File: src/rtl/wb_arb_pkg.sv
// Shared types and constants for the two-master Wishbone arbiter.
package wb_arb_pkg;

    localparam int WB_ADDR_W = 32;
    localparam int WB_DATA_W = 32;

    typedef enum logic [1:0] {
        IDLE   = 2'd0,
        OWN_M0 = 2'd1,
        OWN_M1 = 2'd2,
        TOUT   = 2'd3
    } arb_state_e;

    localparam logic OWNER_M0 = 1'b0;
    localparam logic OWNER_M1 = 1'b1;

    localparam logic [1:0] GRANT_NONE = 2'b00;
    localparam logic [1:0] GRANT_M0   = 2'b01;
    localparam logic [1:0] GRANT_M1   = 2'b10;

endpackage

File: src/rtl/wb_arb_watchdog.sv
// Counts strobed cycles without a slave response; flags expiry on the last allowed cycle.
module wb_arb_watchdog
    import wb_arb_pkg::*;
#(
    parameter int TIMEOUT = 256
) (
    input  logic clk,
    input  logic reset_n,
    input  logic clr,
    input  logic run,
    output logic expired
);

    localparam int CNT_W = (TIMEOUT > 2) ? $clog2(TIMEOUT) : 1;
    localparam logic [CNT_W-1:0] CNT_LAST = CNT_W'(TIMEOUT - 1);

    logic [CNT_W-1:0] count_r;

    // Wait counter: clear has priority so a response in the expiry cycle wins.
    always_ff @(posedge clk or negedge reset_n) begin
        if (!reset_n) begin
            count_r <= '0;
        end else if (clr) begin
            count_r <= '0;
        end else if (run) begin
            count_r <= count_r + CNT_W'(1);
        end else begin
            count_r <= count_r;
        end
    end

    assign expired = run & (count_r == CNT_LAST);

endmodule

File: src/rtl/wb_bus_arbiter.sv
// Round-robin two-master to one-slave Wishbone arbiter with burst hold and hung-access watchdog.
module wb_bus_arbiter
    import wb_arb_pkg::*;
#(
    parameter int ADDR_W  = WB_ADDR_W,
    parameter int DATA_W  = WB_DATA_W,
    parameter int TIMEOUT = 256
) (
    input  logic                  clk,
    input  logic                  reset_n,
    input  logic [ADDR_W-1:0]     m0_adr_i,
    input  logic [DATA_W-1:0]     m0_dat_i,
    input  logic [DATA_W/8-1:0]   m0_sel_i,
    input  logic                  m0_we_i,
    input  logic                  m0_cyc_i,
    input  logic                  m0_stb_i,
    output logic [DATA_W-1:0]     m0_dat_o,
    output logic                  m0_ack_o,
    output logic                  m0_err_o,
    input  logic [ADDR_W-1:0]     m1_adr_i,
    input  logic [DATA_W-1:0]     m1_dat_i,
    input  logic [DATA_W/8-1:0]   m1_sel_i,
    input  logic                  m1_we_i,
    input  logic                  m1_cyc_i,
    input  logic                  m1_stb_i,
    output logic [DATA_W-1:0]     m1_dat_o,
    output logic                  m1_ack_o,
    output logic                  m1_err_o,
    output logic [ADDR_W-1:0]     s_adr_o,
    output logic [DATA_W-1:0]     s_dat_o,
    output logic [DATA_W/8-1:0]   s_sel_o,
    output logic                  s_we_o,
    output logic                  s_cyc_o,
    output logic                  s_stb_o,
    input  logic [DATA_W-1:0]     s_dat_i,
    input  logic                  s_ack_i,
    input  logic                  s_err_i,
    output logic [1:0]            grant_o
);

    arb_state_e state_r;
    logic       last_owner_r;
    logic       wd_run_s;
    logic       wd_clr_s;
    logic       wd_expired_s;

    // s_stb_o is only ever high while a master owns the bus, so idle cycles clear the count.
    assign wd_run_s = s_stb_o & ~s_ack_i & ~s_err_i;
    assign wd_clr_s = ~wd_run_s;

    wb_arb_watchdog #(
        .TIMEOUT (TIMEOUT)
    ) u_watchdog (
        .clk     (clk),
        .reset_n (reset_n),
        .clr     (wd_clr_s),
        .run     (wd_run_s),
        .expired (wd_expired_s)
    );

    // Arbitration FSM; last_owner is recorded on leaving ownership so TOUT knows whom to err.
    always_ff @(posedge clk or negedge reset_n) begin
        if (!reset_n) begin
            state_r      <= IDLE;
            last_owner_r <= OWNER_M1;
        end else begin
            case (state_r)
                IDLE: begin
                    last_owner_r <= last_owner_r;
                    if (m0_cyc_i && m1_cyc_i) begin
                        state_r <= (last_owner_r == OWNER_M1) ? OWN_M0 : OWN_M1;
                    end else if (m0_cyc_i) begin
                        state_r <= OWN_M0;
                    end else if (m1_cyc_i) begin
                        state_r <= OWN_M1;
                    end else begin
                        state_r <= IDLE;
                    end
                end
                OWN_M0: begin
                    if (!m0_cyc_i) begin
                        state_r      <= IDLE;
                        last_owner_r <= OWNER_M0;
                    end else if (wd_expired_s) begin
                        state_r      <= TOUT;
                        last_owner_r <= OWNER_M0;
                    end else begin
                        state_r      <= OWN_M0;
                        last_owner_r <= last_owner_r;
                    end
                end
                OWN_M1: begin
                    if (!m1_cyc_i) begin
                        state_r      <= IDLE;
                        last_owner_r <= OWNER_M1;
                    end else if (wd_expired_s) begin
                        state_r      <= TOUT;
                        last_owner_r <= OWNER_M1;
                    end else begin
                        state_r      <= OWN_M1;
                        last_owner_r <= last_owner_r;
                    end
                end
                TOUT: begin
                    state_r      <= IDLE;
                    last_owner_r <= last_owner_r;
                end
                default: begin
                    state_r      <= IDLE;
                    last_owner_r <= OWNER_M1;
                end
            endcase
        end
    end

    // Bus mux decoded from state so an async reset clears every output at once.
    always_comb begin
        s_adr_o  = '0;
        s_dat_o  = '0;
        s_sel_o  = '0;
        s_we_o   = 1'b0;
        s_cyc_o  = 1'b0;
        s_stb_o  = 1'b0;
        m0_dat_o = '0;
        m0_ack_o = 1'b0;
        m0_err_o = 1'b0;
        m1_dat_o = '0;
        m1_ack_o = 1'b0;
        m1_err_o = 1'b0;
        grant_o  = GRANT_NONE;
        case (state_r)
            OWN_M0: begin
                s_adr_o  = m0_adr_i;
                s_dat_o  = m0_dat_i;
                s_sel_o  = m0_sel_i;
                s_we_o   = m0_we_i;
                s_cyc_o  = m0_cyc_i;
                s_stb_o  = m0_stb_i;
                m0_dat_o = s_dat_i;
                m0_ack_o = s_ack_i;
                m0_err_o = s_err_i;
                grant_o  = GRANT_M0;
            end
            OWN_M1: begin
                s_adr_o  = m1_adr_i;
                s_dat_o  = m1_dat_i;
                s_sel_o  = m1_sel_i;
                s_we_o   = m1_we_i;
                s_cyc_o  = m1_cyc_i;
                s_stb_o  = m1_stb_i;
                m1_dat_o = s_dat_i;
                m1_ack_o = s_ack_i;
                m1_err_o = s_err_i;
                grant_o  = GRANT_M1;
            end
            TOUT: begin
                m0_err_o = (last_owner_r == OWNER_M0);
                m1_err_o = (last_owner_r == OWNER_M1);
            end
            IDLE: begin
                grant_o = GRANT_NONE;
            end
            default: begin
                grant_o = GRANT_NONE;
            end
        endcase
    end

endmodule

File: config.mk
export PLATFORM = sky130hd
export DESIGN_NAME = wb_bus_arbiter
export DESIGN_NICKNAME = d
export VERILOG_FILES = /design/src/rtl/wb_arb_pkg.sv /design/src/rtl/wb_arb_watchdog.sv /design/src/rtl/wb_bus_arbiter.sv
export SDC_FILE = /design/constraint.sdc
export NUM_CORES = 1
export LEC_CHECK = 0
export ABC_AREA = 1
export BUFFER_PORTS_ARGS = -buffer_cell sky130_fd_sc_hd__buf_4
export CAP_MARGIN = 20
export CORE_AREA = 2 2 124 126
export CTS_CLUSTER_DIAMETER = 80
export CTS_CLUSTER_SIZE = 10
export DETAILED_ROUTE_END_ITERATION = 7
export DIE_AREA = 0 0 126 128
export SLEW_MARGIN = 20
export SYNTH_ARGS = -nofsm -noshare
export SYNTH_HDL_FRONTEND = slang
export SYNTH_SLANG_ARGS = --single-unit
File: constraint.sdc
create_clock -name clk -period 2.4 [get_ports clk]
set_input_delay 0.12 -clock clk [delete_from_list [all_inputs] [get_ports clk]]
set_output_delay 0.12 -clock clk [all_outputs]
set_load 0.02 [all_outputs]
* Word level (Yosys, flattened, before mapping) *
Index checks and enable logic that the tools add are counted.

storage, ports and cells
  register bits = 11
  output and inout bits = 141
  logic and storage cells = 49
  input port bits = 178

cells by class
  muxes and demuxes = 28
  $add $sub $neg = 1
  eq/ne operators = 6
  reduce and logical (&&, ||, !) cells = 4
  bitwise operators = 7

operators with widths
  kind                                                             number
  32-bit one-hot mux with 2 select lines                           2
  32-bit two-way mux                                               2
  2-bit two-way mux                                                7
  1-bit one-hot mux with 2 select lines                            6
  8-bit by 1-bit adder with 8-bit output, second input constant    1
  8-bit == test, second input constant                             1
  8-bit two-way mux                                                1
  2-bit one-hot mux with 4 select lines                            1
  4-bit one-hot mux with 2 select lines                            1
  1-bit two-way mux                                                7
  3-bit by 2-bit != test with 1-bit output, second input constant  2
  2-bit == test, second input constant                             2
  1-bit NOT                                                        4
  2-bit one-hot mux with 2 select lines                            1
  1-bit AND                                                        3
  3-bit AND reduction                                              1
  2-bit by 1-bit == test with 1-bit output, second input constant  1
  2-bit zero test                                                  1
  2-bit OR reduction                                               1
  1-bit logical AND                                                1

* Logic depth before layout (Yosys ltp) *
Gate-level depths: netlist of the first run.

  depth after elaboration = 8
  mapped depth = 10
  gate-level depth less buffers = 9

* Hierarchy *
From an unflattened synthesis of the first run, not the netlist that was laid out.

second synthesis, totals
  cell total of the unflattened synthesis = 482
  area total of the unflattened synthesis = 2394.8 um^2

modules (own cells, without submodules)
  module           times used  cells an instance  sequential area each (um^2)  area an instance (um^2)
  wb_bus_arbiter   1           421                76.3                         1931.9
  wb_arb_watchdog  1           61                 200.2                        462.9

* Least setup slack after synthesis of the first run *
Ideal clock, no wire load.

  path type = reg-to-output
  start = register state_r[0]
  end = output port s_adr_o[20]
  setup slack = 0.808 ns
  required time = 2.280 ns
  arrival time = 1.472 ns
  path buffers = 3
  stages on the path, launching flop included = 8
  cell sequence = dfrtp_1 > inv_1 > ha_1 > buf_4 > buf_4 > buf_2 > nand2_1 > a21oi_1

between the ends
  word-level cells in the longest chain between the ends = 2
  elaborated cells on any way between the ends = 3
  classes of those cells = eq/ne: 2; mux: 1

RTL lines
  what                                                                       line                   RTL
  start, declared                                                            wb_bus_arbiter.sv:41   arb_state_e state_r;
  start signal, assigned                                                     wb_bus_arbiter.sv:71   state_r <= (last_owner_r == OWNER_M1) ? OWN_M0 : OWN_M1;
  2-bit == test or 2-bit by 1-bit == test with 1-bit output (tied branches)  wb_bus_arbiter.sv:131  case (state_r)
  32-bit one-hot mux with 2 select lines *                                   wb_bus_arbiter.sv:131
  end, declared                                                              wb_bus_arbiter.sv:29   output logic [ADDR_W-1:0] s_adr_o,

Mark *: on every way between the ends. The rest lies on a longest branch, timed or not.

* Final worst setup path of the first run *
  start = register state_r[0]
  end = output port s_adr_o[11]

The elaborated chain is that of the path after synthesis.

==> key figures, run 1 <==
Detailed routing
  – DRT Pass-1 Iters: 5
  – Drt wl/cell: 12.3 um
  – Final ANT Viol Nets: 0
  – Vias per cell: around 4.0
  – Routed wire length: around 12 mm
  – Initial DRC Count: ~180
  – # DRC: 0
  – Via total after detailed routing: 3790

Layout
  – Area Growth Syn to Fin: 122%
  – Inserted Diodes: 0
  – Fin nets: approximately 950
  – Layout cell share with drive strength beyond 1: about 45%
  – Register Area: 277 um2
  – Finished Core Util: 33.1%
  – Fill cells: ~1700
  – Multi-input logic area: roughly 1500 um2

Die
  – Initial Util: 14.9%
  – Top Ports: 319
  – Die W: roughly 130 um
  – Die Footprint: roughly 16000 um2
  – Core Area: between 10000 and 15000 um2
  – Die extent in y: ~130 um
  – Site row count: 45

Logic synthesis
  – Largest cells by area after synthesis: nand2_1 (39%), a21oi_1 (17%), inv_1 (13%)
  – Most frequent cell after synthesis: nand2_1
  – Main synth FF type: dfrtp_1
  – Seq/Total Area, Yosys: about 12%
  – Ys async rst share: 100%
  – Synth Register Bits: 11
  – Largest area contributor in the netlist: nand2_1
  – Synth Net Count: about 650
  – Share of the synthesized area in the top cell type: 38.7%
  – Synth Warn #: 0
  – Cells after Synth: roughly 460
  – Synthesized area: around 2200 um2
  – Most common library cells after synthesis: nand2_1 (229), inv_1 (76), a21oi_1 (74)
  – Synth unique cells: 20
  – EDFF count, synth: 0
  – Average size of a mapped cell: approximately 4.8 um2

Outcome
  – Outcome: complete, no violations

STA
  – Min Tclk post-route: 2090 ps
  – Period utilization: about 87%
  – Clock skew: about 0.65 ps
  – Setup TNS: 0 ps
  – Fin. max-slew vios: 0
  – FMAX: between 400 and 500 MHz
  – RSZ-0062 raised after global routing: false
  – Actual slew at the worst max-slew pin: between 300 and 400 ps
  – Slew headroom: around 74%
  – Count of final hold-check violations: 0
  – Setup violators final: 0

GRT
  – Largest net degree at the start of global routing: 65
  – GRT Total Usage: between 10% and 20%
  – First-pass GRT wire length: approximately 18 mm
  – Grt ovf: 0
  – Initial antenna violation count: 0
  – Vias in the first global route: 3574

Clocking
  – Worst skew pair latency: ~240 ps
  – Maximum clock path buffer count: 2
  – Post-CTS Setup Bufs: 0
  – Post-CTS Resized: 0
  – # hold bufs at CTS: 1
  – Clock buffer count from CTS: 3
  – Htree depth: 1
  – Clock slew at reported path FFs: roughly 40 ps
  – Clock Sink Count: 11
  – Root Driver: clkbuf_16
  – TritonCTS clock tree: built

Hold path
  – Worst Hold Class: primary input to register

Run
  – Max-cap violations: 0

Placed design
  – Buffers on Ports: 318
  – DP HPWL: between 9 and 10 mm
  – Placer Congestion: 0.916

Pwr
  – P per Cell Area: between 600 and 700 nW/um2
  – Leak: just under 3 nW
  – Total Power: 0.00311 W
  – Maximum vdd drop: 0.396 mV

Worst setup path
  – Critical path required time: 2280 ps
  – Critical Path AT: roughly 2000 ps
  – Critical Path End Type: primary output
  – Crit start category: register
  – Crit path kind: register to primary output
  – Max FO, Critical Path: 39
## final timing paths
kind	startpoint	end	slack, ps	cells past startpoint
max	state_r[0]$_DFF_PN0_	s_adr_o[11]	310	6
min	m0_cyc_i	state_r[0]$_DFF_PN0_	140	3
max reg2reg	state_r[0]$_DFF_PN0_	u_watchdog.count_r[3]$_DFF_PN0_	690	9
min reg2reg	last_owner_r$_DFFE_PN1P_	last_owner_r$_DFFE_PN1P_	490	2
max in group asynchronous	reset_n	last_owner_r$_DFFE_PN1P_	1930	2
min in group asynchronous	reset_n	state_r[0]$_DFF_PN0_	240	2
## stage by stage
step           instance area (um2)  hold WS [ps]  setup WS [ps]  cells
6_report                      4930           136            308    951
5_1_grt                       4930           152            186    951
4_1_cts                       4930           129            309    951
3_5_place_dp                  4840         -31.2            578    946
3_3_place_gp                  4840         -29.8            625    946
2_1_floorplan                 2220          -176            808    464
## placed cells by master, fill, tap and decap left out
master and n:
a21oi_1 74, buf_12 5, buf_4 320, clkbuf_1 1, clkbuf_16 3, clkinv_1 1
dfrtp_1 10, dfstp_2 1, dlygate4sd3_1 1, ha_1 5, ha_4 2, inv_1 76
inv_2 3, nand2_1 229, nand2_2 1, nand3_1 4, nand3_2 4, nand4_1 1
nor2_1 11, nor2_2 3, o21ai_0 1, o21ai_1 6, o22ai_2 1
## metal layers
metal | part of all wire [%] | global-route usage, %
met5 | 0 | 0
met4 | 2.2 | 4.20
met3 | 8.1 | 2.05
met2 | 51 | 24.1
met1 | 39 | 15.9
## sequential cells by signal, summed over array words and instances (netlist names)
register            count
last_owner_r            1
state_r                 2
u_watchdog.count_r      8
## power breakdown
group / switching, W / total (W) / internal (W)
Clock: 0.0000917 / 0.000316 / 0.000224
Sequential: 0.0000215 / 0.000227 / 0.000206
Combinational: 0.00153 / 0.00257 / 0.00104
Total: 0.00165 / 0.00311 / 0.00147
## cell type report
| class | count | area share, % |
|---|---|---|
| Multi-Input combinational cell | 342 | 30.9 |
| Clock buffer | 4 | 1.60 |
| Tap cell | 188 | 4.78 |
| Inverter | 80 | 6.10 |
| Sequential cell | 11 | 5.61 |
| Timing Repair Buffer | 326 | 51.0 |
## critical path, stage by stage (launching register included)
cell     delay [ps]
dfrtp_1         430
inv_1           130
ha_1            400
inv_2           120
buf_4           360
a21oi_1         100
buf_4           180
## kinds of logic after synthesis
family / synth area share (%)
AO/OA/AOI/OAI: 18.8
AND/OR/NAND/NOR: 44.7
buffers and inverters: 20.2
flip-flops: 12.4
adder cells (fa/ha/maj): 3.94
Power figures use the tool's default switching activity.
==> run 2, diff against run 1 <==
--- a/config.mk
+++ b/config.mk
@@ -8,11 +8,12 @@
 export ABC_AREA = 1
 export BUFFER_PORTS_ARGS = -buffer_cell sky130_fd_sc_hd__buf_4
 export CAP_MARGIN = 20
-export CORE_AREA = 2 2 124 126
+export CORE_AREA = 2 2 123 125
 export CTS_CLUSTER_DIAMETER = 80
 export CTS_CLUSTER_SIZE = 10
 export DETAILED_ROUTE_END_ITERATION = 7
-export DIE_AREA = 0 0 126 128
+export DIE_AREA = 0 0 125 127
+export PLACE_DENSITY = 0.48
 export SLEW_MARGIN = 20
 export SYNTH_ARGS = -nofsm -noshare
 export SYNTH_HDL_FRONTEND = slang
==> key figures, run 2 (synthesis results as in run 1) <==
Worst setup path
  – Worst r2r path cells: 8 (-1)
  – Critical Path AT: 2050 ps (+80 ps)
  – Reg2Reg Launch Point: state_r[1]$_DFF_PN0_
  – Critical Path End Type: primary output
  – Critical path required time: 2280 ps (about the same)
  – Max FO, Critical Path: 39 (unchanged)
  – R2r endpoint: u_watchdog.count_r[2]$_DFF_PN0_
  – Crit start category: register
  – Crit path kind: register to primary output
  – Flop-to-flop setup slack: 650 ps (-40 ps)

Outcome
  – Outcome: complete, no violations

Die
  – Die W: 125 um (-0.79%)
  – Initial Util: 15.4% (+0.46 points)
  – Top Ports: 319 (unchanged)
  – Die Footprint: 15900 um2 (-1.6%)
  – Core Area: 14400 um2 (-3.0%)
  – Die extent in y: 127 um (-0.78%)
  – Site row count: 44 (-2.2%)

STA
  – Clock skew: 3.84 ps (+3.19 ps)
  – Min Tclk post-route: 2170 ps (+77.4 ps)
  – RSZ-0062 raised after global routing: false
  – FMAX: 461 MHz (-3.6%)
  – Setup TNS: 0 ps (unchanged)
  – Period utilization: 90.4% (+3.2 points)
  – Actual slew at the worst max-slew pin: 434 ps (+38.9 ps)
  – Count of final hold-check violations: 0 (unchanged)
  – Setup violators final: 0 (unchanged)
  – Fin. max-slew vios: 0 (unchanged)
  – Slew headroom: 71.1% (-2.6 points)

Clocking
  – Root Driver: clkbuf_16
  – Post-CTS Setup Bufs: 0 (unchanged)
  – Htree depth: 1 (unchanged)
  – Worst skew pair latency: 230 ps (about the same)
  – Post-CTS Resized: 0 (unchanged)
  – TritonCTS clock tree: built
  – Clock buffer count from CTS: 3 (unchanged)
  – Maximum clock path buffer count: 2 (unchanged)
  – Clock Sink Count: 11 (unchanged)
  – # hold bufs at CTS: 1 (unchanged)
  – Clock slew at reported path FFs: 40 ps (about the same)

Detailed routing
  – Drt wl/cell: 14.6 um (+19%)
  – Routed wire length: 13.8 mm (+18%)
  – DRT Pass-1 Iters: 4 (-1)
  – Via total after detailed routing: 3718 (-1.9%)
  – Initial DRC Count: 178 (+0.56%)
  – Final ANT Viol Nets: 0 (unchanged)
  – # DRC: 0 (unchanged)
  – Vias per cell: 3.92 (-1.6%)

Layout
  – Largest register by flop count: u_watchdog.count_r
  – Top Registers: u_watchdog.count_r: 8 flops, state_r: 2 flops, last_owner_r: 1 flops
  – Commonest non-fill, non-tap cell in the layout: buf_4
  – Register Area: 277 um2 (unchanged)
  – Commonest cells after routing, fill and taps aside: buf_4 (321), nand2_1 (229), inv_1 (76)
  – Inserted Diodes: 0 (unchanged)
  – Finished Core Util: 34.2% (+1.0 points)
  – Fill cells: 1636 (-1.4%)
  – Area Growth Syn to Fin: 122% (about the same)
  – Max FFs per register: 8 (unchanged)
  – Multi-input logic area: 1520 um2 (unchanged)
  – Fin nets: 950 (+0.11%)
  – Layout cell share with drive strength beyond 1: 45.0% (+0.072 points)

Pwr
  – Leak: 2.93 nW (+0.11%)
  – Maximum vdd drop: 0.480 mV (+21%)
  – P per Cell Area: 638 nW/um2 (+0.96%)

Hold path
  – Worst Hold Depth: 3 (unchanged)
  – Hold endpoint: state_r[1]$_DFF_PN0_
  – Worst Hold Class: primary input to register
  – Hold_sp: m1_cyc_i

GRT
  – GRT Total Usage: 15.8% (+2.6 points)
  – Vias in the first global route: 3544 (-0.84%)
  – Grt ovf: 0 (unchanged)
  – Largest net degree at the start of global routing: 52 (-20%)
  – First-pass GRT wire length: 20.2 mm (+15%)
  – Initial antenna violation count: 0 (unchanged)

Run
  – Max-cap violations: 0 (unchanged)

Placed design
  – Placer Congestion: 0.789 (-14%)
  – Buffers on Ports: 318 (unchanged)
  – DP HPWL: 11.4 mm (+18%)
run 2: layer usage:
layer  GRT usage [%]  up-vias  wire length [um]
met5               0        -                 0
met4            3.14        0               256
met3            2.14       14               741
met2            28.7      139              7020
met1            20.1     1586              5810
li1                -     1979                 -
run 2: area by class of cell:
type,instances,area share [%]
Inverter,80,6.09
Clock buffer,4,1.60
Sequential cell,11,5.61
Multi-Input combinational cell,342,30.9
Timing Repair Buffer,327,51.1
Tap cell,184,4.67
run 2: metrics by stage:
step	worst slack (ps)	std cells	hold slack (ps)	cell area (um2)	total power, W
2_1_floorplan	808	464	-176	2220	0.00166
3_3_place_gp	499	943	-34.9	4840	0.00288
3_5_place_dp	474	943	-38.0	4840	0.00287
4_1_cts	216	948	156	4930	0.00318
5_1_grt	83.5	948	173	4930	0.00339
6_report	231	948	160	4930	0.00315
run 2: how the worst max path moves through the flow:
stage | startpoint | end | cells past startpoint
floorplan | state_r[0]$_DFF_PN0_ | s_adr_o[20] | 7
detailed placement | state_r[0]$_DFF_PN0_ | s_sel_o[0] | 6
CTS | state_r[0]$_DFF_PN0_ | s_sel_o[0] | 6
global route | state_r[0]$_DFF_PN0_ | s_adr_o[3] | 6
finish | state_r[0]$_DFF_PN0_ | s_adr_o[21] | 6
global placement | state_r[0]$_DFF_PN0_ | s_sel_o[0] | 6
run 2: report_power, final:
part | switching [W] | internal, W | total [W]
clock | 0.0000741 | 0.000222 | 0.000296
combinational | 0.00159 | 0.00103 | 0.00262
sequential | 0.0000223 | 0.000206 | 0.000228
run 2: critical path: stages, from the launching register on:
cell	delay (ps)
dfrtp_1	430
inv_1	130
ha_1	400
inv_2	150
buf_4	400
a21oi_1	100
buf_4	180
